File: src/rtl/ps2_host_tx.sv
// Host-to-device PS/2 transmitter. Sends one command byte to the device over
// the open-collector PS2_CLK/PS2_DAT pair: inhibit, request-to-send, 8 data
// bits LSB first, odd parity, stop, then check the device acknowledge.
module ps2_host_tx #(
  parameter int INHIBIT_CYCLES = 5000,
  parameter int TIMEOUT_CYCLES = 750000,
  parameter int FILTER_LEN     = 8
) (
  input  logic       clk,
  input  logic       rst,
  input  logic       tx_start,
  input  logic [7:0] tx_data,
  input  logic       ps2_clk_in,
  input  logic       ps2_dat_in,
  output logic       ps2_clk_oe,
  output logic       ps2_dat_oe,
  output logic       busy,
  output logic       done,
  output logic       ack_err,
  output logic       timeout_err
);

  localparam int FW = (FILTER_LEN > 1) ? $clog2(FILTER_LEN) : 1;

  typedef enum logic [2:0] {
    IDLE, INHIBIT, RTS, DATA, ACK, WAIT_IDLE
  } state_t;

  state_t      r_state;
  logic [7:0]  r_data;
  logic [19:0] r_cnt;
  logic [3:0]  r_bitcnt;
  logic        r_clk_prev;

  // index 0 = PS2_CLK, index 1 = PS2_DAT
  logic [1:0]  w_pad;
  logic [1:0]  w_filt;
  logic        w_clk_fall;
  logic        w_parity;

  assign w_pad      = {ps2_dat_in, ps2_clk_in};
  assign w_clk_fall = r_clk_prev & ~w_filt[0];
  assign w_parity   = ~^r_data;

  genvar gi;
  generate
    for (gi = 0; gi < 2; gi++) begin : g_filt
      logic [1:0]    r_sync;
      logic          r_level;
      logic [FW-1:0] r_run;

      // Synchronise the pad, then accept a new level only after FILTER_LEN
      // consecutive samples disagree with the current one. Idle lines are high.
      always_ff @(posedge clk or negedge rst) begin
        if (!rst) begin
          r_sync  <= 2'b11;
          r_level <= 1'b1;
          r_run   <= '0;
        end else begin
          r_sync <= {r_sync[0], w_pad[gi]};
          if (r_sync[1] == r_level) begin
            r_run <= '0;
          end else if (r_run == FW'(FILTER_LEN - 1)) begin
            r_level <= r_sync[1];
            r_run   <= '0;
          end else begin
            r_run <= r_run + 1'b1;
          end
        end
      end

      assign w_filt[gi] = r_level;
    end
  endgenerate

  // Previous filtered clock level, for falling-edge detection.
  always_ff @(posedge clk or negedge rst) begin
    if (!rst) r_clk_prev <= 1'b1;
    else      r_clk_prev <= w_filt[0];
  end

  // Transfer FSM with registered line enables and status outputs.
  always_ff @(posedge clk or negedge rst) begin
    if (!rst) begin
      r_state     <= IDLE;
      r_data      <= '0;
      r_cnt       <= '0;
      r_bitcnt    <= '0;
      ps2_clk_oe  <= 1'b0;
      ps2_dat_oe  <= 1'b0;
      busy        <= 1'b0;
      done        <= 1'b0;
      ack_err     <= 1'b0;
      timeout_err <= 1'b0;
    end else begin
      done <= 1'b0;
      case (r_state)
        IDLE: begin
          // busy drops here, one cycle after the done pulse
          busy       <= 1'b0;
          ps2_clk_oe <= 1'b0;
          ps2_dat_oe <= 1'b0;
          if (tx_start && !busy) begin
            r_data      <= tx_data;
            busy        <= 1'b1;
            r_cnt       <= '0;
            ack_err     <= 1'b0;
            timeout_err <= 1'b0;
            ps2_clk_oe  <= 1'b1;
            r_state     <= INHIBIT;
          end
        end
        INHIBIT: begin
          if (r_cnt == 20'(INHIBIT_CYCLES - 1)) begin
            // start bit goes low in the same cycle the clock is released
            ps2_clk_oe <= 1'b0;
            ps2_dat_oe <= 1'b1;
            r_cnt      <= '0;
            r_bitcnt   <= '0;
            r_state    <= RTS;
          end else begin
            r_cnt <= r_cnt + 1'b1;
          end
        end
        default: begin
          // watchdog: restarted by every device clock edge, saturating
          if (w_clk_fall)          r_cnt <= '0;
          else if (r_cnt != '1)    r_cnt <= r_cnt + 1'b1;

          if (!w_clk_fall && r_cnt >= 20'(TIMEOUT_CYCLES - 1)) begin
            ps2_clk_oe  <= 1'b0;
            ps2_dat_oe  <= 1'b0;
            done        <= 1'b1;
            timeout_err <= 1'b1;
            ack_err     <= 1'b0;
            r_state     <= IDLE;
          end else begin
            case (r_state)
              RTS: begin
                if (w_clk_fall) begin
                  ps2_dat_oe <= ~r_data[0];
                  r_bitcnt   <= 4'd1;
                  r_state    <= DATA;
                end
              end
              DATA: begin
                if (w_clk_fall) begin
                  if (r_bitcnt <= 4'd7) begin
                    ps2_dat_oe <= ~r_data[r_bitcnt[2:0]];
                    r_bitcnt   <= r_bitcnt + 1'b1;
                  end else if (r_bitcnt == 4'd8) begin
                    ps2_dat_oe <= ~w_parity;
                    r_bitcnt   <= 4'd9;
                  end else begin
                    // stop bit: release DAT
                    ps2_dat_oe <= 1'b0;
                    r_state    <= ACK;
                  end
                end
              end
              ACK: begin
                if (w_clk_fall) begin
                  ack_err <= w_filt[1];
                  r_state <= WAIT_IDLE;
                end
              end
              WAIT_IDLE: begin
                if (w_filt[0] && w_filt[1]) begin
                  done    <= 1'b1;
                  r_state <= IDLE;
                end
              end
              default: r_state <= IDLE;
            endcase
          end
        end
      endcase
    end
  end

endmodule

File: config.mk
export PLATFORM = sky130hd
export DESIGN_NAME = ps2_host_tx
export DESIGN_NICKNAME = d
export VERILOG_FILES = /design/src/rtl/ps2_host_tx.sv
export SDC_FILE = /design/constraint.sdc
export NUM_CORES = 1
export LEC_CHECK = 0
export ABC_CLOCK_PERIOD_IN_PS = 2100
export CAP_MARGIN = 10
export CORE_AREA = 2 2 79 81
export DETAILED_ROUTE_END_ITERATION = 7
export DIE_AREA = 0 0 81 83
export MAX_ROUTING_LAYER = met4
export PLACE_DENSITY = 0.78
export RECOVER_POWER = 25
export SETUP_SLACK_MARGIN = 0.05
export SLEW_MARGIN = 20
export SYNTH_ARGS = -nofsm -noshare
export SYNTH_HDL_FRONTEND = slang
export SYNTH_SLANG_ARGS = --single-unit
export TNS_END_PERCENT = 5
File: constraint.sdc
create_clock -name clk -period 2.1 [get_ports clk]
set_clock_uncertainty 0.15 [all_clocks]
set_input_delay 0.42 -clock clk [delete_from_list [all_inputs] [get_ports clk]]
set_output_delay 0.42 -clock clk [all_outputs]
set_load 0.1 [all_outputs]
==> out/results.txt, run 1 <==
Crit path max-delay cell type: or4b_4
EDFF count, synth: 0
Critical path buffers and inverters: 0
Hold path depth: 0
Final Util: 0.646
WL per Instance: 15.5 um
Tmin final: 2.10 ns
Sequential cell area: 0.00137 sq mm
Post-place setup slack: -0.169 ns
FF-to-FF path depth: 6
CTS tree: yes
Via count: 2442
Area delta synth->final: 28.0%
Rows: 28
Sequential area share after synthesis: 0.463
Worst-path maximum fanout: 7
Max-cap viol count: 0
Die width: 81 um
Power Density: 1040 mW/mm^2
Initial Util: 0.505
Final HPWL DP: 4820 um
Worst Setup Path Type: reg2reg
Worst Tran Pin Value: 0.660 ns
Setup TNS: -0.00335 ns
Share of layout cells above drive strength 1: 0.340
Total congestion overflow: 0
Remaining DRCs: 0
CTS H-tree depth: 2
Max Slew Vio Count: 0
Netlist cell types: 63
F_max: 0.475 GHz
Worst-case clock buffer depth: 2
Root buf cell: clkbuf_8
I/O Buffers: 18
Antenna violations before repair: 0
Area of the multi-input gates: 0.00157 sq mm
Hold Vio Cnt, Final: 0
Antenna cells: 0
Fraction of registers with async set/reset: 1.00
Later-pin clock latency in the skew report: 0.31 ns
Number of global-route vias before repair: 2499
Failing checks: setup timing
Largest net degree at the start of global routing: 33
DR vias/cell: 5.67
Worst-path cell chain: nand2b_4, nand4_1, or4b_4, nand2_4, a21oi_2, mux2_2
Status: finished, violations left
Routed Antenna Nets: 0
Synthesized flop and latch total: 54
HP Class: reg2reg
WP data required: 2.15 ns
Crit path launch type: flip-flop
Ys Warns: 0
Die height: 83 um
Syn Inst Count: 290
Worst EP arrival: 2.15 ns
Clock transition at path regs: 0.09 ns
Core Region: 0.00582 sq mm
Synthesized area per cell: 10.1 sq um
Gpl congestion: 0.944
Peak VDD IR: 0.783 mV
Total track usage: 0.223
Die area: 0.00672 sq mm
I/O pin count: 19
Syn Nets: 310
CTS buffer count: 5
Slowest cell delay on critical path: 0.60 ns
Drt pass-1 iters: 5
First-pass GRT wire length: 11500 um
RSZ-0062 raised after global routing: true
Leak: 1.61 nW
Period utilization: 1.00
Primary flip-flop cell chosen by synthesis mapping: dfrtp_1
Fillers: 472
Top delay family on crit path: simple AND/OR/NAND/NOR gates
Post-Syn Area: 0.00294 sq mm
Post-detailed-routing wire length: 6670 um
Final setup fails: 1
Final worst slack: -0.00335 ns
CP Depth: 6
Final #Nets: 375
CP endpoint kind: flip-flop
Sink Count: 54
Initial drt markers: 236
Slew headroom: 0.560
Hold slack final: 0.211 ns
placed cells by master, fill, tap and decap left out, types with 3 or more instances in the layout:
cell	synthesis	layout
a21boi_0	3	3
a21oi_1	15	14
and3_1	4	3
buf_12	0	3
buf_4	1	53
clkbuf_8	0	6
clkdlybuf4s50_1	0	9
dfrtp_1	47	43
dfrtp_2	0	3
dfstp_2	7	7
dlygate4sd3_1	0	3
ha_1	7	6
inv_1	8	8
mux2_2	11	11
nand2_1	21	20
nand3_1	13	11
nand4_1	8	8
nor2_1	29	29
nor2b_1	6	5
nor3_1	9	9
o211ai_1	5	5
o21ai_0	10	10
xnor2_1	12	12
xor2_1	10	10
worst paths after layout:
check / start / end / slack [ns]
max in group asynchronous: rst / r_clk_prev / 0.35
hold reg to reg: g_filt[1].r_sync[0] / g_filt[1].r_sync[1] / 0.21
setup reg to reg: g_filt[0].r_level / r_cnt[0] / -0.003
setup / recovery: g_filt[0].r_level / r_cnt[0] / -0.003
hold / removal: g_filt[1].r_sync[0] / g_filt[1].r_sync[1] / 0.21
min in group asynchronous: rst / r_data[2] / 0.48
cells in the mapped netlist (all sizes together), types with 4 or more instances:
cell | count | area, sq um
nand3 | 13 | 65.1
a21oi | 17 | 92.6
dfrtp | 47 | 1180
or3 | 4 | 27.5
clkbuf | 6 | 23.8
mux2 | 11 | 124
dfstp | 7 | 184
nor3 | 9 | 45.0
xnor2 | 12 | 105
nor3b | 4 | 30.0
inv | 8 | 30.0
and3 | 4 | 25.0
nand2 | 22 | 90.1
o211ai | 5 | 37.5
o21ai | 10 | 50.1
nand4 | 9 | 62.6
nor2 | 29 | 109
xor2 | 10 | 87.6
ha | 7 | 87.6
nor2b | 6 | 37.5
buf | 5 | 46.3
worst reg2reg max path, cell delays in order, from the launching register on:
cell      delay (ns)
dfstp_2         0.56
nand2b_4        0.13
nand4_1         0.16
or4b_4          0.60
nand2_4         0.11
a21oi_2         0.04
mux2_2          0.26
area by class of cell:
class                           instances  area share
Multi-Input combinational cell        215       0.419
Sequential cell                        54       0.364
Timing Repair Buffer                   70       0.157
Tap cell                               75      0.0250
Clock buffer                            6      0.0220
Inverter                                9     0.00899
Clock inverter                          2     0.00433
logic make-up (layout without fill, tap and decap cells):
| group | Yosys count | in the layout | share of synthesized area |
|---|---|---|---|
| AOI/OAI and AO/OA | 56 | 56 | 0.133 |
| xor gates and xnor gates | 22 | 22 | 0.0656 |
| adders and majority gates | 7 | 7 | 0.0298 |
| buffers and inverters | 21 | 87 | 0.0392 |
| DFF | 54 | 54 | 0.463 |
| muxes | 14 | 14 | 0.0610 |
| and+or+nand+nor | 116 | 116 | 0.208 |
where the power goes:
group / leakage (nW) / internal [W] / total, W / switching (W)
combinational: 0.870 / 0.000886 / 0.00181 / 0.000928
clock: 0.0478 / 0.000272 / 0.000625 / 0.000353
sequential: 0.691 / 0.00129 / 0.00149 / 0.000197
total: 1.61 / 0.00245 / 0.00392 / 0.00148
per-stage QoR:
| step | power (W) | cells | cell area, sq um |
|---|---|---|---|
| global placement | 0.00320 | 418 | 3520 |
| global route | 0.00418 | 431 | 3760 |
| CTS | 0.00391 | 427 | 3680 |
| floorplan | 0.00267 | 290 | 2950 |
| detailed placement | 0.00326 | 418 | 3520 |
| finish | 0.00392 | 431 | 3760 |
routing by layer:
layer | share of wire | track usage | wire, um
met5 | 0 | - | 0
met4 | 0.024 | 0.0832 | 162
met3 | 0.046 | 0.0446 | 309
met2 | 0.49 | 0.344 | 3270
met1 | 0.44 | 0.291 | 2930
flip-flops by register name (all words and copies together) (netlist names), 2 cells and up:
name            flops
r_cnt              20
g_filt.r_run        6
r_bitcnt            4
g_filt.r_sync       4
r_data              8
r_state             3
g_filt.r_level      2
timing repair:
action | CTS | global route
pin swaps | 3 | 6
hold endpoints to repair | 10 | 0
setup buffers | 0 | 4
gates resized for setup | 9 | 15
hold buffers | 1 | 0
endpoints found under the setup margin | 27 | 28
Power figures use the tool's default switching activity.
==> run 2, diff against run 1 <==
--- a/config.mk
+++ b/config.mk
@@ -5,13 +5,13 @@
 export SDC_FILE = /design/constraint.sdc
 export NUM_CORES = 1
 export LEC_CHECK = 0
-export ABC_CLOCK_PERIOD_IN_PS = 2100
+export ABC_CLOCK_PERIOD_IN_PS = 2300
 export CAP_MARGIN = 10
 export CORE_AREA = 2 2 79 81
 export DETAILED_ROUTE_END_ITERATION = 7
 export DIE_AREA = 0 0 81 83
 export MAX_ROUTING_LAYER = met4
-export PLACE_DENSITY = 0.78
+export PLACE_DENSITY = 0.75
 export RECOVER_POWER = 25
 export SETUP_SLACK_MARGIN = 0.05
 export SLEW_MARGIN = 20
==> constraint.sdc (replaced) <==
create_clock -name clk -period 2.3 [get_ports clk]
set_clock_uncertainty 0.15 [all_clocks]
set_input_delay 0.46 -clock clk [delete_from_list [all_inputs] [get_ports clk]]
set_output_delay 0.46 -clock clk [all_outputs]
set_load 0.1 [all_outputs]
==> out/results.txt, run 2 (synthesized netlist as in run 1, its figures left out) <==
Status: finished clean (was finished, violations left)
Rows: 28 (unchanged)
Leak: 1.45 nW (was 1.61 nW)
RSZ-0062 raised after global routing: true (unchanged)
Critical Path Start: r_cnt[16] (was g_filt[0].r_level)
Die area: 0.00672 sq mm (unchanged)
Antenna violations before repair: 0 (unchanged)
CTS buffer count: 5 (unchanged)
Later-pin clock latency in the skew report: 0.31 ns (about the same)
DR vias/cell: 5.69 (was 5.67)
Slew headroom: 0.157 (was 0.560)
Area delta synth->final: 17.4% (was 28.0%)
Final HPWL DP: 4360 um (was 4820 um)
First-pass GRT wire length: 10400 um (was 11500 um)
FF-to-FF path depth: 6 (unchanged)
Via count: 2293 (was 2442)
F_max: 0.466 GHz (was 0.475 GHz)
Switching power: 0.00125 W (was 0.00148 W)
Die width: 81 um (unchanged)
Power Density: 985 mW/mm^2 (was 1040 mW/mm^2)
Combinational Power Share: 0.418 (was 0.462)
Final setup fails: 0 (was 1)
Clock power frac: 0.187 (was 0.159)
I/O pin count: 19 (unchanged)
Hold Vio Cnt, Final: 0 (unchanged)
Flop pwr share: 0.395 (was 0.379)
Hold path depth: 0 (unchanged)
Share of layout cells above drive strength 1: 0.235 (was 0.340)
Setup TNS: 0 ns (was -0.00335 ns)
Max-cap viol count: 0 (unchanged)
Final #Nets: 347 (was 375)
I/O Buffers: 18 (unchanged)
Die height: 83 um (unchanged)
Root buf cell: clkbuf_8 (unchanged)
Worst-path maximum fanout: 7 (unchanged)
FF-to-FF End: r_cnt[0] (unchanged)
WL per Instance: 14.5 um (was 15.5 um)
Clock transition at path regs: 0.09 ns (about the same)
Sink Count: 54 (unchanged)
Total chip power: 0.00339 W (was 0.00392 W)
Antenna cells: 0 (unchanged)
Most frequent cells in the layout: 46 x dfrtp_1, 29 x nor2_1, 28 x buf_4 (was 53 x buf_4, 43 x dfrtp_1, 29 x nor2_1)
Reg2reg setup slack: 0.16 ns (was -0.003 ns)
Drt pass-1 iters: 4 (was 5)
Crit path capture: r_cnt[0] (unchanged)
Total track usage: 0.202 (was 0.223)
Core Region: 0.00582 sq mm (unchanged)
Initial Util: 0.505 (unchanged)
Largest Register: r_cnt (unchanged)
Worst Setup Path Type: reg2reg (unchanged)
Worst EP arrival: 2.20 ns (was 2.15 ns)
Pint: 0.00214 W (was 0.00245 W)
Total congestion overflow: 0 (unchanged)
Number of global-route vias before repair: 2216 (was 2499)
Max Slew Vio Count: 0 (unchanged)
WP data required: 2.36 ns (was 2.15 ns)
CP endpoint kind: flip-flop (unchanged)
Remaining DRCs: 0 (unchanged)
CTS tree: yes (unchanged)
Post-detailed-routing wire length: 5860 um (was 6670 um)
Commonest non-fill, non-tap cell in the layout: dfrtp_1 (was buf_4)
Gpl congestion: 0.950 (was 0.944)
Worst-case clock buffer depth: 2 (unchanged)
HP Class: reg2reg (unchanged)
Period utilization: 0.933 (was 1.00)
Routed Antenna Nets: 0 (unchanged)
Largest register FFs: 20 (unchanged)
Number of setup buffers added after CTS: 0 (unchanged)
Peak VDD IR: 0.803 mV (was 0.783 mV)
Worst Tran Pin Value: 1.27 ns (was 0.660 ns)
Crit path launch type: flip-flop (unchanged)
Tmin final: 2.14 ns (was 2.10 ns)
Net Sw Frac: 0.369 (was 0.377)
Largest net degree at the start of global routing: 33 (unchanged)
CTS H-tree depth: 2 (unchanged)
Top flop regs: r_cnt (20), r_data (8), g_filt.r_run (6) (unchanged)
Fillers: 542 (was 472)
Reg-to-reg critical path startpoint: r_cnt[16] (was g_filt[0].r_level)
Initial drt markers: 163 (was 236)
run 2: what timing repair did:
item / 4_1_cts / 5_1_grt
endpoints found under the hold margin: 22 / 0
hold buffers: 1 / 0
endpoints found under the setup margin: 7 / 25
resized for setup: 1 / 6
run 2: layer usage:
layer  global-route usage  wire length [um]  share of wire
met1                0.279              2760           0.47
met5                    -                 0              0
met2                0.299              2750           0.47
met3               0.0413               250          0.043
met4               0.0693                87          0.015
run 2: cell type report:
class                   count  area, sq um  area share
clock buffers               6         72.6      0.0211
flip-flops and latches     54         1360       0.395
multi-input cells         215         1490       0.433
inverters                   9         33.8     0.00980
well taps                  75         93.8      0.0272
clock inverters             2         37.5      0.0109
repair buffers             42          354       0.103
run 2: worst min path at each step:
| stage | endpoint | startpoint | slack [ns] |
|---|---|---|---|
| floorplan | ack_err | rst | 0.01 |
| global placement | g_filt[0].r_sync[1] | g_filt[0].r_sync[0] | 0.20 |
| detailed placement | g_filt[0].r_sync[1] | g_filt[0].r_sync[0] | 0.20 |
| CTS | g_filt[0].r_sync[1] | g_filt[0].r_sync[0] | 0.21 |
| global route | g_filt[0].r_sync[1] | g_filt[0].r_sync[0] | 0.21 |
| finish | g_filt[0].r_sync[1] | g_filt[0].r_sync[0] | 0.21 |
run 2: per-stage QoR:
step           instances  hold WS (ns)  worst slack, ns  cell area (sq um)   util
6_report             403         0.209            0.155               3450  0.593
5_1_grt              403         0.213           0.0127               3450  0.593
4_1_cts              403         0.211           0.0670               3420  0.587
3_5_place_dp         394         0.197       -0.0000380               3290  0.566
3_3_place_gp         394         0.197           0.0150               3290  0.566
2_1_floorplan        290        0.0144           0.0953               2940      -
run 2: worst max-delay path: stages, from the launching register on:
cell and delay (ns):
dfrtp_1 0.50, and3_1 0.22, nand4_1 0.16, or4b_4 0.59
nand2_4 0.12, a21oi_2 0.04, mux2_2 0.26
run 2: power groups by stage:
stage	Sequential [W]	Combinational [W]	Clock [W]
finish	0.00134	0.00142	0.000634
CTS	0.00134	0.00142	0.000646
global route	0.00137	0.00156	0.000674
global placement	0.00134	0.00138	0
floorplan	0.00151	0.000906	0
detailed placement	0.00136	0.00141	0
